`src/rtl/adder_operand_sequencer.sv`:
```
`default_nettype none
// +----------------------------------------------------------------------------+
// | Module   : adder_operand_sequencer                                         |
// | Purpose  : Issue/capture stage for a combinational carry-select adder.     |
// |            Accepts an operand pair over valid/ready and drives the adder   |
// |            from registers. After SETTLE_CYCLES edges it captures           |
// |            sum/carry/overflow and presents them on an output valid/ready.  |
// |            Keeps a sticky overflow flag.                                   |
// | Ports    : clk, rst_n (async, active-low)                                  |
// |            in_valid_i/in_ready_o, in_a_i/in_b_i/in_cin_i : operand input   |
// |            add_a_o/add_b_o/add_cin_o                     : to adder        |
// |            add_s_i/add_cout_i/add_ovf_i                  : from adder      |
// |            out_valid_o/out_ready_i, out_sum_o/out_cout_o/out_ovf_o: result |
// |            ovf_sticky_o, clr_sticky_i                    : sticky overflow |
// |            ovf_count_o (only with OVF_COUNT_EN)          : overflow count  |
// | Config   : define OVF_COUNT_EN to add a saturating overflow counter.       |
// | Revision : 1.0 - initial release                                           |
// +----------------------------------------------------------------------------+
module adder_operand_sequencer #(
   parameter int WIDTH         = 32,
   parameter int SETTLE_CYCLES = 2,
   parameter int OVF_CNT_W     = 8
) (
   input  logic                 clk,
   input  logic                 rst_n,
   input  logic                 in_valid_i,
   output logic                 in_ready_o,
   input  logic [WIDTH-1:0]     in_a_i,
   input  logic [WIDTH-1:0]     in_b_i,
   input  logic                 in_cin_i,
   output logic [WIDTH-1:0]     add_a_o,
   output logic [WIDTH-1:0]     add_b_o,
   output logic                 add_cin_o,
   input  logic [WIDTH-1:0]     add_s_i,
   input  logic                 add_cout_i,
   input  logic                 add_ovf_i,
   output logic                 out_valid_o,
   input  logic                 out_ready_i,
   output logic [WIDTH-1:0]     out_sum_o,
   output logic                 out_cout_o,
   output logic                 out_ovf_o,
   output logic                 ovf_sticky_o,
   input  logic                 clr_sticky_i
`ifdef OVF_COUNT_EN
   ,
   output logic [OVF_CNT_W-1:0] ovf_count_o
`endif
);

   // A one-bit counter is kept even when SETTLE_CYCLES==1 (it is loaded with 0).
   localparam int c_cnt_w = (SETTLE_CYCLES > 1) ? $clog2(SETTLE_CYCLES) : 1;
   localparam logic [c_cnt_w-1:0] c_settle_init = c_cnt_w'(SETTLE_CYCLES - 1);

   if (SETTLE_CYCLES < 1) begin : g_chk_settle
      $error("SETTLE_CYCLES must be >= 1");
   end
   if (OVF_CNT_W < 1) begin : g_chk_cnt_w
      $error("OVF_CNT_W must be >= 1");
   end

   typedef enum logic [1:0] {
      ST_IDLE   = 2'd0,
      ST_SETTLE = 2'd1,
      ST_HOLD   = 2'd2
   } state_t;

   state_t               state_q;
   logic [c_cnt_w-1:0]   cnt_q;
   logic [WIDTH-1:0]     add_a_q;
   logic [WIDTH-1:0]     add_b_q;
   logic                 add_cin_q;
   logic                 out_valid_q;
   logic [WIDTH-1:0]     out_sum_q;
   logic                 out_cout_q;
   logic                 out_ovf_q;
   logic                 sticky_q;

   logic                 w_accept;
   logic                 w_capture;
   logic                 w_cap_ovf;

   assign w_accept  = in_valid_i && (state_q == ST_IDLE);
   assign w_capture = (state_q == ST_SETTLE) && (cnt_q == '0);
   assign w_cap_ovf = w_capture && add_ovf_i;

`ifdef OVF_COUNT_EN
   localparam logic [OVF_CNT_W-1:0] c_cnt_max = {OVF_CNT_W{1'b1}};
   logic [OVF_CNT_W-1:0] ovf_cnt_q;
`endif

   always_ff @(posedge clk or negedge rst_n) begin
      if (!rst_n) begin
         state_q     <= ST_IDLE;
         cnt_q       <= '0;
         add_a_q     <= '0;
         add_b_q     <= '0;
         add_cin_q   <= 1'b0;
         out_valid_q <= 1'b0;
         out_sum_q   <= '0;
         out_cout_q  <= 1'b0;
         out_ovf_q   <= 1'b0;
         sticky_q    <= 1'b0;
`ifdef OVF_COUNT_EN
         ovf_cnt_q   <= '0;
`endif
      end else begin
         case (state_q)
            ST_IDLE: begin
               // Adder operands are only ever written here; they persist
               // through HOLD and back into IDLE until the next accept.
               if (w_accept) begin
                  add_a_q   <= in_a_i;
                  add_b_q   <= in_b_i;
                  add_cin_q <= in_cin_i;
                  cnt_q     <= c_settle_init;
                  state_q   <= ST_SETTLE;
               end
            end
            ST_SETTLE: begin
               if (w_capture) begin
                  out_sum_q   <= add_s_i;
                  out_cout_q  <= add_cout_i;
                  out_ovf_q   <= add_ovf_i;
                  out_valid_q <= 1'b1;
                  state_q     <= ST_HOLD;
               end else begin
                  cnt_q <= cnt_q - 1'b1;
               end
            end
            ST_HOLD: begin
               // Result data is left in place after the handshake.
               if (out_ready_i) begin
                  out_valid_q <= 1'b0;
                  state_q     <= ST_IDLE;
               end
            end
            default: begin
               out_valid_q <= 1'b0;
               state_q     <= ST_IDLE;
            end
         endcase

         // A capture with overflow takes priority over a clear on the same edge.
         if (w_cap_ovf) begin
            sticky_q <= 1'b1;
         end else if (clr_sticky_i) begin
            sticky_q <= 1'b0;
         end

`ifdef OVF_COUNT_EN
         if (clr_sticky_i) begin
            ovf_cnt_q <= w_cap_ovf ? OVF_CNT_W'(1) : '0;
         end else if (w_cap_ovf && (ovf_cnt_q != c_cnt_max)) begin
            ovf_cnt_q <= ovf_cnt_q + 1'b1;
         end
`endif
      end
   end

   assign in_ready_o   = (state_q == ST_IDLE);
   assign add_a_o      = add_a_q;
   assign add_b_o      = add_b_q;
   assign add_cin_o    = add_cin_q;
   assign out_valid_o  = out_valid_q;
   assign out_sum_o    = out_sum_q;
   assign out_cout_o   = out_cout_q;
   assign out_ovf_o    = out_ovf_q;
   assign ovf_sticky_o = sticky_q;
`ifdef OVF_COUNT_EN
   assign ovf_count_o  = ovf_cnt_q;
`endif

endmodule
`default_nettype wire
```
`config.mk`:
```
export PLATFORM = sky130hd
export DESIGN_NAME = adder_operand_sequencer
export DESIGN_NICKNAME = d
export VERILOG_FILES = /design/src/rtl/adder_operand_sequencer.sv
export SDC_FILE = /design/constraint.sdc
export NUM_CORES = 1
export LEC_CHECK = 0
export ABC_AREA = 1
export CELL_PAD_IN_SITES_DETAIL_PLACEMENT = 1
export CELL_PAD_IN_SITES_GLOBAL_PLACEMENT = 1
export CORE_ASPECT_RATIO = 1.25
export CORE_MARGIN = 2
export CORE_UTILIZATION = 40
export CTS_BUF_LIST = sky130_fd_sc_hd__clkbuf_8 sky130_fd_sc_hd__clkbuf_16
export DETAILED_ROUTE_END_ITERATION = 16
export DONT_BUFFER_PORTS = 1
export PLACE_DENSITY_LB_ADDON = 0.05
export SLEW_MARGIN = 20
export SYNTH_ARGS = -nofsm -noshare
export SYNTH_HDL_FRONTEND = slang
export SYNTH_SLANG_ARGS = --single-unit
```
`constraint.sdc`:
```
create_clock -name clk -period 1.2 [get_ports clk]
set_clock_uncertainty 0.05 [all_clocks]
set_input_delay 0.12 -clock clk [delete_from_list [all_inputs] [get_ports clk]]
set_output_delay 0.12 -clock clk [all_outputs]
set_load 0.01 [all_outputs]
```
# Yosys cells after proc, flatten, opt, wreduce, memory -nomap -nowiden
# Cells that the tools add are included.
[word_totals]
reg_bits = 104
inputBits = 104
out_inout_bits = 102
wordCells = 42
[classes]
addsub = 1
n_eq_ne = 6
n_mux = 12
bitwise_logic = 2
reduce_logical = 11
[ops]
columns = ["operator", "count"]
rows = [
  ["3-bit AND reduction", 3],
  ["1-bit 2-to-1 mux", 6],
  ["2-bit 2-to-1 mux", 3],
  ["2-bit inequality test (second input constant)", 3],
  ["2-bit one-hot mux with 3 select lines", 1],
  ["2-bit AND reduction", 2],
  ["2-bit nonzero test", 2],
  ["1-bit logical AND", 3],
  ["1-bit one-hot mux with 3 select lines", 1],
  ["2-bit by 1-bit == test with 1-bit output (second input constant)", 1],
  ["2-bit == test (second input constant)", 1],
  ["2-bit logical NOT", 1],
  ["2-bit by 1-bit inequality test with 1-bit output (second input constant)", 1],
  ["1-bit inverter", 2],
  ["1-bit one-hot mux with 2 select lines", 1],
  ["1-bit subtractor (second input constant)", 1],
]

# Logic depth before layout (Yosys ltp)
[depth]
word_depth = 4
ltp_mapped = 6
depth_no_buf = 5

# Worst setup path after synthesis
# Ideal clock, no wire load.
[synth_timing]
kind = "register -> register"
startpoint = "register state_q[1]"
endpoint = "register out_sum_q[10] (netlist: out_sum_o[10])"
setup_time_ns = 0.117
t_arrival_ns = 1.099
required_ns = 1.033
path_slack_ns = -0.066
stages_incl_launch_ff = 6
n_path_buf = 1
period_less_slack_ns = 1.266
cell_sequence = "dfrtp_1 > nor3_4 > inv_2 > buf_2 > nand2_1 > nand2_1"
[synth_via]
elab_chain_len = 3
[synth_rtl]
columns = ["element", "line", "rtl"]
rows = [
  ["from (decl)", "67", "state_t state_q;"],
  ["from (signal assigned)", "93", "state_q <= ST_IDLE;"],
  ["from (signal assigned)", "116", "state_q <= ST_SETTLE;"],
  ["from (signal assigned)", "125", "state_q <= ST_HOLD;"],
  ["2-bit by 1-bit == test with 1-bit output *", "83, 107", ""],
  ["1-bit logical AND", "83", "assign w_capture = (state_q == ST_SETTLE) && (cnt_q == '0);"],
  ["2-bit AND reduction (no line) *", "--", ""],
  ["to (signal assigned)", "121", "out_sum_q <= add_s_i;"],
  ["to (decl)", "73", "logic [WIDTH-1:0] out_sum_q;"],
]
# Mark *: on every way between the ends. The rest lies on a longest branch, timed or not.
# A chain may end at the register's enable or synchronous reset.

# Final worst setup path
[layout_timing]
startpoint = "register state_q[0]"
endpoint = "register add_b_q[13] (netlist: add_b_o[13])"
[layout_via]
elab_chain_len = 3
[layout_rtl]
columns = ["element", "line", "rtl"]
rows = [
  ["2-bit logical NOT *", "82, 107", ""],
  ["1-bit logical AND", "82", "assign w_accept = in_valid_i && (state_q == ST_IDLE);"],
  ["2-bit AND reduction (no line) *", "--", ""],
  ["to (signal assigned)", "113", "add_b_q <= in_b_i;"],
  ["to (decl)", "70", "logic [WIDTH-1:0] add_b_q;"],
]
# Marked as above.

==> results.toml <==
[global_route]
grt_remaining_overflow = 0
grt_max_degree = 105
grt_util_met2_pct = 36.55
grt_pass1_wl_mm = 18.07
antenna_found_initial = 0
busiest_layer = "met2"
grtUsageMet1_pct = 25.33
grt_pass1_vias = 3503
grt_usage_pct = 21.51
gr-usage-met3_pct = 6.827

[drt]
via_count = 3687
viasPerCell = 5.275
drt_iter0_drc = 172
routed_wl_mm = 15.17
drt-pass1-iter-count = 4
drc = 0
drtAntennaViolNets = 0
wl_per_cell_um = 21.70

[status]
violations = "hold timing, setup timing"
outcome = "finished with violations"

[critical_path]
max_stage_delay_ns = 0.43
cp_max_fo = 8
r2r_setup_slack_ns = -0.18
startpoint = "state_q[0]"
critical_path.startpoint_type = "flip-flop"
cp_cell_sequence = "nor2_4, buf_6, buf_12, clkbuf_16, nand3_1, nand2_1"
slowest_stage = "dfrtp_2"
cp_data_required_time_ns = 1.43
critPathCaptureType = "flip-flop"
worst-path-buf-inv = 3
critPathKind = "flip-flop to flip-flop"
cp.arrival_ns = 1.61
rr_startpoint = "state_q[0]"
crit_family = "buffers and inverters"

[final_layout]
syn2layout_area_growth_pct = 58.54
final_cell_area_mm2 = 0.006364
nNetsFinal = 671
layout_commonest_cell = "nand2_1"
final_cell_mix = "nand2_1 (181), dfrtp_1 (102), dlygate4sd3_1 (101), nand3_1 (53), nand2_2 (36)"
layout.cells.non_filler = 699
layout-drive-gt1-share_pct = 22.03

[floorplanning]
die_area_mm2 = 0.01086
row_count = 40
initial_core_util_pct = 41.34
core_mm2 = 0.009709
dieWidth_um = 93.60
dieHeight_um = 116.0
ioPinCount = 206

[placed_design]
place_inst = 558
place_area_mm2 = 0.004260
hpwl_mm = 6.854
port_buffers = 0
gp_congestion = 0.7433

[clocking]
cts_max_level = 3
clk_pin_slew_ns = 0.07
numCtsBuffers = 9
postCtsHoldBufs = 101
cts_tree = "done"
clock_latency_ns = 0.34
root_buffer = "clkbuf_16"
clock_sinks = 104
clk_path_buf_depth = 2

[synthesis]
syn_area_per_cell_um2 = 9.020
synth_largest_area_cell = "dfrtp_1"
synth_seq_cells = 104
synth_cell_types = 17
yosysSeqAreaShare_pct = 64.84
postSynthCellCount = 445
syn-num-nets = 549
yosys_warnings = 0
syn_area_mm2 = 0.004014
yosys.area.top_type_share_pct = 64.84
synth_area_leaders = "dfrtp_1 (65%), nand2_1 (22%), nand3_1 (8.1%)"

[timing]
rsz0062_at_grt = "yes"
worst_slack_ns = -0.1798
hold_viol_final = 157
min_period_over_period_pct = 115.0
worstMarginPinSlew_ns = 0.2680
holdWs_ns = -0.5841
tns_ns = -9.217
setup_viol = 101
min_period_ns = 1.380
timing.slew.headroom_pct = 82.13
drv_slew = 0
max_clock_freq_mhz = 724.8

[pwr]
vdd_ir_drop_max_uv = 1640
p_leak_nw = 3.176
cellPowerDensity_mw_per_mm2 = 2721

[hold_path]
hold_path_class = "input pin to async pin"

[run]
max-cap-violations = 0
[routing by layer]
| layer | routed length [um] | vias up |
|---|---|---|
| met5 | 0 | - |
| li1 | - | 1646 |
| met2 | 8194 | 161 |
| met3 | 1129 | 32 |
| met4 | 439 | 0 |
| met1 | 5403 | 1848 |
[report_power, final]
part / leakage [nW] / total (mW) / switching (mW) / internal (mW)
Clock: 0.156 / 2.98 / 1.27 / 1.71
Combinational: 1.73 / 6.73 / 3.39 / 3.33
Sequential: 1.29 / 7.61 / 2.41 / 5.21
Total: 3.18 / 17.3 / 7.07 / 10.2
[stage by stage]
stage          power (mW)  utilization [%]  setup WS (ns)
3_5_place_dp        11.25            43.88        -0.1005
5_1_grt             18.27            65.52        -0.2314
6_report            17.32            65.54        -0.1798
3_3_place_gp        11.00            43.88       -0.04195
4_1_cts             14.95            58.54        -0.1214
2_1_floorplan       9.587                -       -0.04024
[flip-flops by register name, summed over array words and instances, names as in the netlist, 2 cells and up]
name,flops
add_a_o,32
add_b_o,32
out_sum_o,32
state_q,2
[worst register-to-register path, cell delays in order (launching register included)]
cell	delay (ns)
dfrtp_2	0.43
nor2_4	0.14
buf_6	0.17
buf_12	0.17
clkbuf_16	0.16
nand3_1	0.08
nand2_1	0.11
[synth_stat cells (all sizes together)]
cell and count:
nand3 65, clkbuf 6, nor3 2, nor2 2, dfrtp 104, o21bai 1
nand2 238, buf 21, nand3b 1, inv 3, o21ai 2
[kinds of logic (layout without fill, tap and decap cells)]
family / count (synthesis) / in the layout / share of synthesized area, %
buffers and inverters: 30 / 155 / 3.398
AND/OR/NAND/NOR: 308 / 310 / 31.33
flip-flops: 104 / 104 / 64.84
AO/OA/AOI/OAI: 3 / 3 / 0.4362
other: 0 / 1 / 0
[timing repair]
action                     4_1_cts  5_1_grt
pin swaps                        2       22
gates resized for setup          6      101
setup endpoints to repair       49      103
buffers inserted                 4        0
gates cloned                     2       17
hold endpoints to repair       207      170
[path summary, 6_finish.rpt]
check | end | cells past startpoint
min reg2reg | out_sum_o[7] | 2
max | add_b_o[13] | 6
max in group asynchronous | add_b_o[19] | 0
min in group clk | add_b_o[1] | 2
max reg2reg | add_b_o[13] | 6
min | add_b_o[31] | 0
[final cells by class]
| type | count | area (um2) |
|---|---|---|
| antenna | 1 | 2.502 |
| clock buffer | 11 | 252.7 |
| clock inverter | 5 | 48.80 |
| fill | 1015 | 3346 |
| inverter | 3 | 11.26 |
| multi-input combinational | 313 | 1623 |
| sequential | 104 | 2605 |
| tap | 126 | 157.7 |
| timing repair buffer | 136 | 1663 |
Note: power is estimated with default switching activity, not from simulation.
